--- config.mk ---
export PLATFORM = sky130hd
export DESIGN_NAME = sparse_row_encoder
export DESIGN_NICKNAME = d
export VERILOG_FILES = /design/src/rtl/sparse_row_encoder_pkg.sv /design/src/rtl/sparse_row_encoder_buf.sv /design/src/rtl/sparse_row_encoder.sv
export SDC_FILE = /design/constraint.sdc
export NUM_CORES = 1
export LEC_CHECK = 0
export BUFFER_PORTS_ARGS = -buffer_cell sky130_fd_sc_hd__buf_2
export CAP_MARGIN = 20
export CORE_UTILIZATION = 59
export CTS_BUF_LIST = sky130_fd_sc_hd__clkbuf_8
export CTS_CLUSTER_DIAMETER = 120
export DETAILED_ROUTE_END_ITERATION = 12
export GPL_TIMING_DRIVEN = 0
export HOLD_SLACK_MARGIN = 0.05
export PLACE_DENSITY = 0.79
export SYNTH_ARGS = -nofsm -noshare
export SYNTH_HDL_FRONTEND = slang
export SYNTH_HIERARCHICAL = 1
export SYNTH_SLANG_ARGS = --single-unit
--- constraint.sdc ---
create_clock -name clk -period 4.2 [get_ports clk]
set_clock_uncertainty 0.2 [all_clocks]
set_input_delay 0.42 -clock clk [delete_from_list [all_inputs] [get_ports clk]]
set_output_delay 0.42 -clock clk [all_outputs]
set_load 0.02 [all_outputs]
--- src/rtl/sparse_row_encoder_pkg.sv ---
// Shared definitions for the sparse feature-map word format and the encoder FSM.
// Word layout: [15:8] column index or row count, [7:0] pixel value.
package sparse_pkg;

    localparam int IDX_MSB = 15;
    localparam int IDX_LSB = 8;
    localparam int VAL_MSB = 7;
    localparam int VAL_LSB = 0;

    typedef enum logic [1:0] {
        IDLE    = 2'd0,
        COLLECT = 2'd1,
        HEADER  = 2'd2,
        DRAIN   = 2'd3
    } state_t;

    function automatic logic [15:0] make_word(input logic [7:0] idx, input logic [7:0] val);
        logic [15:0] w;
        w = '0;
        w[IDX_MSB:IDX_LSB] = idx;
        w[VAL_MSB:VAL_LSB] = val;
        return w;
    endfunction

endpackage

--- src/rtl/sparse_row_encoder_buf.sv ---
// Row buffer holding the compacted {col, value} entries of the row being encoded.
// Written synchronously while collecting, read combinationally while draining.
module sparse_row_buf #(
    parameter int ROW_LENGTH = 28,
    parameter int IDX_W      = 5,
    parameter int WORD_WIDTH = 16
) (
    input  logic                  clk,
    input  logic                  we,
    input  logic [IDX_W-1:0]      waddr,
    input  logic [WORD_WIDTH-1:0] wdata,
    input  logic [IDX_W-1:0]      raddr,
    output logic [WORD_WIDTH-1:0] rdata
);

    logic [WORD_WIDTH-1:0] slots [ROW_LENGTH];

    always_ff @(posedge clk) begin
        if (we) begin
            slots[waddr] <= wdata;
        end
    end

    assign rdata = slots[raddr];

endmodule

--- src/rtl/sparse_row_encoder.sv ---
// Dense-to-sparse row encoder: collects one dense row, then writes a header word
// {nnz, 0} followed by one {col, value} word per non-zero pixel into the input-FM memory.
module sparse_row_encoder
    import sparse_pkg::*;
#(
    parameter int ROW_LENGTH = 28,
    parameter int NUM_ROWS   = 28,
    parameter int ADDR_WIDTH = 4,
    parameter int WORD_WIDTH = 16
) (
    input  logic                  clk,
    input  logic                  rst,
    input  logic                  start,
    input  logic                  in_valid,
    input  logic [7:0]            in_data,
    output logic                  in_ready,
    output logic                  mem_we,
    output logic [ADDR_WIDTH-1:0] mem_addr,
    output logic [WORD_WIDTH-1:0] mem_wdata,
    output logic                  row_done,
    output logic                  frame_done,
    output logic                  busy,
    output logic                  addr_wrap
);

    localparam int BUF_IDX_W = (ROW_LENGTH > 1) ? $clog2(ROW_LENGTH) : 1;
    localparam int ROW_W     = (NUM_ROWS > 1) ? $clog2(NUM_ROWS) : 1;
    localparam int SUM_W     = ADDR_WIDTH + 9;

    state_t                state, state_d;
    logic [7:0]            col, col_d;
    logic [7:0]            nnz, nnz_d;
    logic [7:0]            k, k_d;
    logic [ROW_W-1:0]      row_cnt, row_cnt_d;
    logic [ADDR_WIDTH-1:0] base_addr, base_addr_d;
    logic                  xfer, row_end, last_row;
    logic                  buf_we;
    logic [WORD_WIDTH-1:0] buf_rdata;
    logic                  we_d, wrap_d;
    logic [ADDR_WIDTH-1:0] addr_d;
    logic [WORD_WIDTH-1:0] wdata_d;
    logic [SUM_W-1:0]      drain_sum;

    assign in_ready = (state == COLLECT);
    assign busy     = (state != IDLE);
    assign xfer     = in_valid & in_ready;
    assign buf_we   = xfer && (in_data != 8'd0);
    assign last_row = (row_cnt == ROW_W'(NUM_ROWS - 1));

    sparse_row_buf #(
        .ROW_LENGTH (ROW_LENGTH),
        .IDX_W      (BUF_IDX_W),
        .WORD_WIDTH (WORD_WIDTH)
    ) u_buf (
        .clk   (clk),
        .we    (buf_we),
        .waddr (nnz[BUF_IDX_W-1:0]),
        .wdata (make_word(col, in_data)),
        .raddr (k_d[BUF_IDX_W-1:0]),
        .rdata (buf_rdata)
    );

    always_comb begin
        state_d     = state;
        col_d       = col;
        nnz_d       = nnz;
        k_d         = k;
        row_cnt_d   = row_cnt;
        base_addr_d = base_addr;
        row_end     = 1'b0;
        case (state)
            IDLE: begin
                if (start) state_d = COLLECT;
            end
            COLLECT: begin
                if (xfer) begin
                    if (in_data != 8'd0) nnz_d = nnz + 8'd1;
                    if (col == 8'(ROW_LENGTH - 1)) begin
                        col_d   = 8'd0;
                        state_d = HEADER;
                    end else begin
                        col_d = col + 8'd1;
                    end
                end
            end
            HEADER: begin
                k_d = 8'd0;
                if (nnz == 8'd0) row_end = 1'b1;
                else             state_d = DRAIN;
            end
            DRAIN: begin
                if (k == nnz - 8'd1) row_end = 1'b1;
                else                 k_d = k + 8'd1;
            end
            default: state_d = IDLE;
        endcase
        if (row_end) begin
            base_addr_d = base_addr + ADDR_WIDTH'(nnz) + ADDR_WIDTH'(1);
            nnz_d       = 8'd0;
            if (last_row) begin
                state_d   = IDLE;
                row_cnt_d = '0;
            end else begin
                state_d   = COLLECT;
                row_cnt_d = row_cnt + ROW_W'(1);
            end
        end
    end

    // Memory port is registered, so its next value follows the state being entered.
    always_comb begin
        drain_sum = SUM_W'(base_addr) + SUM_W'(k_d) + SUM_W'(1);
        we_d      = 1'b0;
        wrap_d    = 1'b0;
        addr_d    = base_addr;
        wdata_d   = make_word(nnz_d, 8'h00);
        if (state_d == HEADER) begin
            we_d = 1'b1;
        end else if (state_d == DRAIN) begin
            we_d    = 1'b1;
            addr_d  = drain_sum[ADDR_WIDTH-1:0];
            wdata_d = buf_rdata;
            wrap_d  = |drain_sum[SUM_W-1:ADDR_WIDTH];
        end
    end

    always_ff @(posedge clk or posedge rst) begin
        if (rst) begin
            state      <= IDLE;
            col        <= 8'd0;
            nnz        <= 8'd0;
            k          <= 8'd0;
            row_cnt    <= '0;
            base_addr  <= '0;
            mem_we     <= 1'b0;
            mem_addr   <= '0;
            mem_wdata  <= '0;
            row_done   <= 1'b0;
            frame_done <= 1'b0;
            addr_wrap  <= 1'b0;
        end else begin
            state      <= state_d;
            col        <= col_d;
            nnz        <= nnz_d;
            k          <= k_d;
            row_cnt    <= row_cnt_d;
            base_addr  <= base_addr_d;
            mem_we     <= we_d;
            if (we_d) begin
                mem_addr  <= addr_d;
                mem_wdata <= wdata_d;
            end
            row_done   <= row_end;
            frame_done <= row_end && last_row;
            if (wrap_d) addr_wrap <= 1'b1;
        end
    end

endmodule
* Yosys cells after proc, flatten, opt, wreduce, memory -nomap -nowiden
Memories as Yosys holds them, arrays and structs flattened. Cells that the tools add are included.
Storage, ports and cells: flip-flop bits (word level) 59, RAM bits 448, bits of input ports 12, word-level logic and storage cells 67, memories 1
Memories:
- u_buf.slots | words 28, bits a word 16, rd ports 1, clocked after Yosys merged registers in 0, wr ports 1, RTL line sparse_row_encoder_buf.sv:16 | logic [WORD_WIDTH-1:0] slots [ROW_LENGTH];
Operators by class: add/subtract/negate cells 9, eq/ne operators 8, multiplexer cells 28, bitwise gates (word level) 1, reductions and logical operators 8
Operator list (number):
- two-way mux 8 bit | 6
- two-way mux 16 bit | 2
- adder 8 x 1 -> 8 bit (second input constant) | 3
- case mux 8 bit (2 select lines) | 1
- adder 9 x 1 -> 10 bit (second input constant) | 1
- two-way mux 2 bit | 5
- adder 4 x 8 -> 9 bit | 1
- two-way mux 1 bit | 9
- OR reduction 9 bit | 1
- equality test 2 bit (second input constant) | 4
- equality test 8 x 5 -> 1 bit (second input constant) | 1
- equality test 8 bit | 1
- logical NOT 8 bit | 1
- two-way mux 4 bit | 2
- nonzero test 8 bit | 1
- subtractor 8 x 1 -> 8 bit (second input constant) | 1
- case mux 2 bit (3 select lines) | 1
- adder 5 x 1 -> 5 bit (second input constant) | 1
- equality test 5 bit (second input constant) | 1
- two-way mux 5 bit | 1
- adder 4 x 1 -> 4 bit (second input constant) | 1
- adder 4 bit | 1
- equality test 2 x 1 -> 1 bit (second input constant) | 1
- logical AND 1 bit | 2
- other kinds (5) | 5

* Longest topological paths before layout
word-level depth 9, mapped depth 19, mapped depth without buffers 17

* Modules after synthesis
Netlist, hierarchy kept.
By module, submodules not included:
- sparse_row_buf | instances 1, cells each 911, area each 17625.7 sq um, sequential area each 13452.9 sq um
- sparse_row_encoder | instances 1, cells each 334, area each 3357.0 sq um, sequential area each 1476.4 sq um

* Worst setup path before layout
No wires, ideal clock.
kind register to register, start point register nnz[0], end point register addr_wrap, library setup time 0.137 ns, arrival time 4.075 ns, required time 3.863 ns, slack -0.213 ns, stages on the path, launching flop included 18, path buffers 0, path through dfrtp_1 > inv_1 > ha_1 > and2_4 > a211o_1 > a32o_1 > a31oi_2 > xnor2_1 > or2_2 > ha_1 > fa_1 > nor2b_1 > nand2_1 > or4_1 > a221oi_1 > o311ai_0 > a31oi_1 > o2111ai_1
On the way: word-level cells in the longest chain between the ends 9
Ends and longest elaborated chain:
- from (decl) | RTL line sparse_row_encoder.sv:32 | logic [7:0] nnz, nnz_d;
- from (signal assigned) | RTL line sparse_row_encoder.sv:144 | nnz <= nnz_d;
- subtractor 8 x 1 -> 8 bit | RTL line sparse_row_encoder.sv:92 | if (k == nnz - 8'd1) row_end = 1'b1;
- equality test 8 bit | RTL line sparse_row_encoder.sv:92
- two-way mux 8 bit | RTL line sparse_row_encoder.sv:92
- case mux 8 bit (2 select lines) | RTL line sparse_row_encoder.sv:71 | case (state)
- adder 4 x 8 -> 9 bit | RTL line sparse_row_encoder.sv:112 | drain_sum = SUM_W'(base_addr) + SUM_W'(k_d) + SUM_W'(1);
- adder 9 x 1 -> 10 bit | RTL line sparse_row_encoder.sv:112
- OR reduction 9 bit | RTL line sparse_row_encoder.sv:123 | wrap_d = |drain_sum[SUM_W-1:ADDR_WIDTH];
- two-way mux 1 bit | RTL line sparse_row_encoder.sv:119 | end else if (state_d == DRAIN) begin
- two-way mux 1 bit * | RTL line sparse_row_encoder.sv:117 | if (state_d == HEADER) begin
- to (signal assigned) | RTL line sparse_row_encoder.sv:140 | addr_wrap <= 1'b0;
- to (signal assigned) | RTL line sparse_row_encoder.sv:155 | if (wrap_d) addr_wrap <= 1'b1;
- to (decl) | RTL line sparse_row_encoder.sv:23 | output logic addr_wrap
Mark *: on every way between the ends. The rest lies on a longest branch, timed or not. A chain may end at the register's enable or synchronous reset.

* Worst setup path in the final report
start point register nnz[0], end point register mem_wdata[14]
RTL lines:
- subtractor 8 x 1 -> 8 bit | RTL line sparse_row_encoder.sv:92
- equality test 8 bit | RTL line sparse_row_encoder.sv:92
- two-way mux 8 bit | RTL line sparse_row_encoder.sv:92
- case mux 8 bit (2 select lines) | RTL line sparse_row_encoder.sv:71
- net k_d[1] | RTL line sparse_row_encoder.sv:33 | logic [7:0] k, k_d;
- memory (28 x 16 bit)
- net buf_rdata[14] | RTL line sparse_row_encoder.sv:38 | logic [WORD_WIDTH-1:0] buf_rdata;
- two-way mux 16 bit | RTL line sparse_row_encoder.sv:119
- two-way mux 16 bit | RTL line sparse_row_encoder.sv:117
- to (signal assigned) | RTL line sparse_row_encoder.sv:151 | mem_wdata <= wdata_d;
- to (decl) | RTL line sparse_row_encoder.sv:19 | output logic [WORD_WIDTH-1:0] mem_wdata,
The timed path passes the listed nets, and every way through them passes these cells.

==> results by group <==
Status
  • Status: completed

Setup path
  • Endpoint type of the worst setup path: flop
  • CP max FO: 10
  • Arr. time, crit path: 4460 ps
  • Reg-to-reg slack, setup: 40 ps
  • Critical path type: flop to flop
  • Critical Path Start: nnz[0]$_DFF_PP0_
  • CP Launch Type: flop
  • Worst path required time: 4500 ps
  • Worst R2R Start: nnz[0]$_DFF_PP0_

GRT
  • Grt met3 use: 0.05981
  • Largest net degree at the start of global routing: 36
  • Gr usage total: 0.2764
  • Initial antenna violation count: 0
  • Number of global-route vias before repair: 12,130
  • First-pass GRT wire length: 72,620 µm
  • GRT busiest layer: met2
  • Global routing met1 resource utilization: 0.3651
  • Total grt overflow: 0
  • Met2 Usage GRT: 0.4452

Timing
  • Max-slew headroom: 0.2342
  • Fin crit period: 4164 ps
  • Crit share post-route: 0.9914
  • Fmax: 240.2 MHz
  • # setup viols final: 0
  • Final setup TNS: 0 ps
  • Fin. Hold Viols: 0
  • Hold slack final: 112.6 ps
  • Worst-Margin Slew: 1149 ps
  • RSZ-0062 raised after global routing: yes
  • Slew Limit Fails: 0

Synth
  • Sequential-to-total area share from yosys stat: 0.7115
  • Number of flops mapped to enable cells by yosys: 448
  • Synth Instances: 1,245
  • YS warnings: 6
  • Synth top area share: 0.6411
  • Area leader, netlist: edfxtp_1
  • Synth top area cells: edfxtp_1 (64%), dfrtp_1 (7.0%), mux2i_1 (6.4%)
  • Syn_nets: 1,272
  • Post-synth ARST share: 0.1164
  • Avg Inst Size Synth: 16.85 µm²
  • Top FF cell, synth: edfxtp_1
  • #FFs+latches synth: 507
  • Unique masters post-synth: 75
  • Synthesized area: 0.02098 mm²

Detailed routing
  • WL final: 49,410 µm
  • Initial DRC count: 1,584
  • Post-route ant nets: 0
  • Routed vias/inst: 6.424
  • Number of remaining DRC errors: 0
  • Pre-Repair DR Iteration Count: 6
  • Per-cell routed wire length: 25.65 µm
  • Routed vias: 12,370

Layout
  • Non-filler cells, final: 1,926
  • Syn-to-layout area delta: 15.06%
  • Layout cells sized above 1: 0.2515
  • Nets: 1,439
  • Multi-input gate area: 0.005679 mm²
  • Post-layout instance area: 0.02414 mm²
  • Final Util: 0.6938
  • Fill count: 2,076
  • # diodes: 0
  • Storage cell area: 0.01494 mm²

Clock network
  • Clock latency on the worst-skew pair: 610 ps
  • CTS sink cnt: 507
  • CTS tree: done
  • CTS root buffer: clkbuf_8
  • Clk slew on worst S/H paths: 60 ps
  • H-tree depth: 3
  • CTS max path bufs: 3
  • CTS buffer count: 78

Pwr
  • Pwr/cell area: 467.0 mW/mm²
  • Peak VDD IR: 0.2778 mV
  • Leakage Power: 9.252 nW

Floorplanning
  • Chip width: 190.6 µm
  • Num ports: 38
  • Die Area: 0.03632 mm²
  • Row cnt: 68
  • DIE HEIGHT: 190.6 µm
  • Initial core utilization: 0.6030
  • Core area: 0.03480 mm²

Min path
  • Worst min path class: input port to flop
  • Hold path startpoint: in_data[1]

Flow run
  • Max cap viols: 0

Placed design
  • Post-DP HPWL: 31,590 µm
  • I/O Buffers: 37
  • Cells after DPL: 1,759
  • RD Place Congestion: 0.9218
  • Area post-placement: 0.02216 mm²
[stage by stage]
step	power, mW	setup slack (ps)
after floorplan	6.869	1.710
after global placement	7.228	-634.7
after detailed placement	7.405	-692.5
after CTS	11.20	1.610
after global routing	11.64	-78.86
final	11.27	36.32
[metal layers]
| metal | part of all wire | wire length [µm] |
|---|---|---|
| met2 | 0.48 | 23640 |
| met3 | 0.098 | 4829 |
| met1 | 0.38 | 18880 |
| met5 | 0 | 0 |
| met4 | 0.042 | 2057 |
[area by class of cell]
cell class | count | area share
plain buffers | 59 | 0.02446
clock buffers | 79 | 0.04504
clock inverters | 60 | 0.01389
inverters | 19 | 0.003058
multi-input cells | 654 | 0.2352
flip-flops and latches | 507 | 0.6187
well taps | 455 | 0.02358
repair buffers | 93 | 0.03607
[registers in the layout, indices dropped and copies added, names as in the netlist, 2 cells and up]
name         cells
mem_addr         4
k                8
nnz              8
u_buf/slots    448
col              8
mem_wdata       16
row_cnt          5
state            2
base_addr        4
[repair_timing]
action | in CTS | in global routing
pin swaps | 9 | 20
hold endpoints to repair | 30 | 0
endpoints found under the setup margin | 17 | 13
hold buffers | 3 | 0
gates resized for setup | 47 | 29
setup buffers | 12 | 15
[Yosys cell counts, drive strengths merged, types with 12 or more instances]
cell    count
mux4       46
dfrtp      59
nand3      39
mux2i     134
edfxtp    448
xor2       15
clkbuf     25
nor2       64
nand2      74
xnor2      17
a21oi      43
ha         13
o22ai      12
buf        40
a22oi      30
nor3       13
inv        19
nand4      23
[logic make-up after synthesis]
family / synth area share
DFF: 0.7115
buffers and inverters: 0.02815
xor gates and xnor gates: 0.01336
and+or+nand+nor: 0.06530
adders and majority gates: 0.009660
AOI/OAI and AO/OA: 0.05194
muxes: 0.1201
[worst paths after layout]
path	depth (start not counted)	to
worst min register to register	1	mem_addr[2]$_DFFE_PP0P_
worst max-delay path	16	mem_wdata[14]$_DFFE_PP0P_
min in group asynchronous	3	mem_we$_DFF_PP0_
worst min-delay path	1	u_buf/slots[15][1]$_DFFE_PP_
worst max register to register	16	mem_wdata[14]$_DFFE_PP0P_
max in group asynchronous	4	mem_wdata[4]$_DFFE_PP0P_
[layout by cell type, fill, tap and decap left out, types with 12 or more instances in the layout]
cell,instances
a21oi_1,40
a22oi_1,28
buf_12,14
buf_2,48
buf_4,29
buf_6,12
buf_8,21
clkbuf_8,83
clkinv_1,20
dfrtp_1,54
edfxtp_1,448
inv_1,36
mux2i_1,128
mux4_1,17
mux4_2,29
nand2_1,73
nand3_1,36
nand4_1,22
nor2_1,32
nor2_2,31
o22ai_1,12
xnor2_1,17
xor2_1,15
[worst max-delay path, cell delays in order, from the launching register on]
cell	delay, ps
dfrtp_2	390
inv_4	60
ha_4	180
and2_4	170
a211o_1	270
a32o_2	270
a31oi_4	240
buf_4	160
a32o_2	220
buf_4	150
clkbuf_8	170
nor2b_2	300
clkbuf_2	320
a22oi_1	160
nand3_1	160
nand4_1	240
a221o_1	380
[where the power goes]
part / total [mW] / switching, mW / internal, mW
combinational: 1.41 / 0.882 / 0.529
clock: 3.76 / 1.86 / 1.89
sequential: 6.11 / 0.186 / 5.92
total: 11.3 / 2.93 / 8.34
Power figures use the tool's default switching activity.
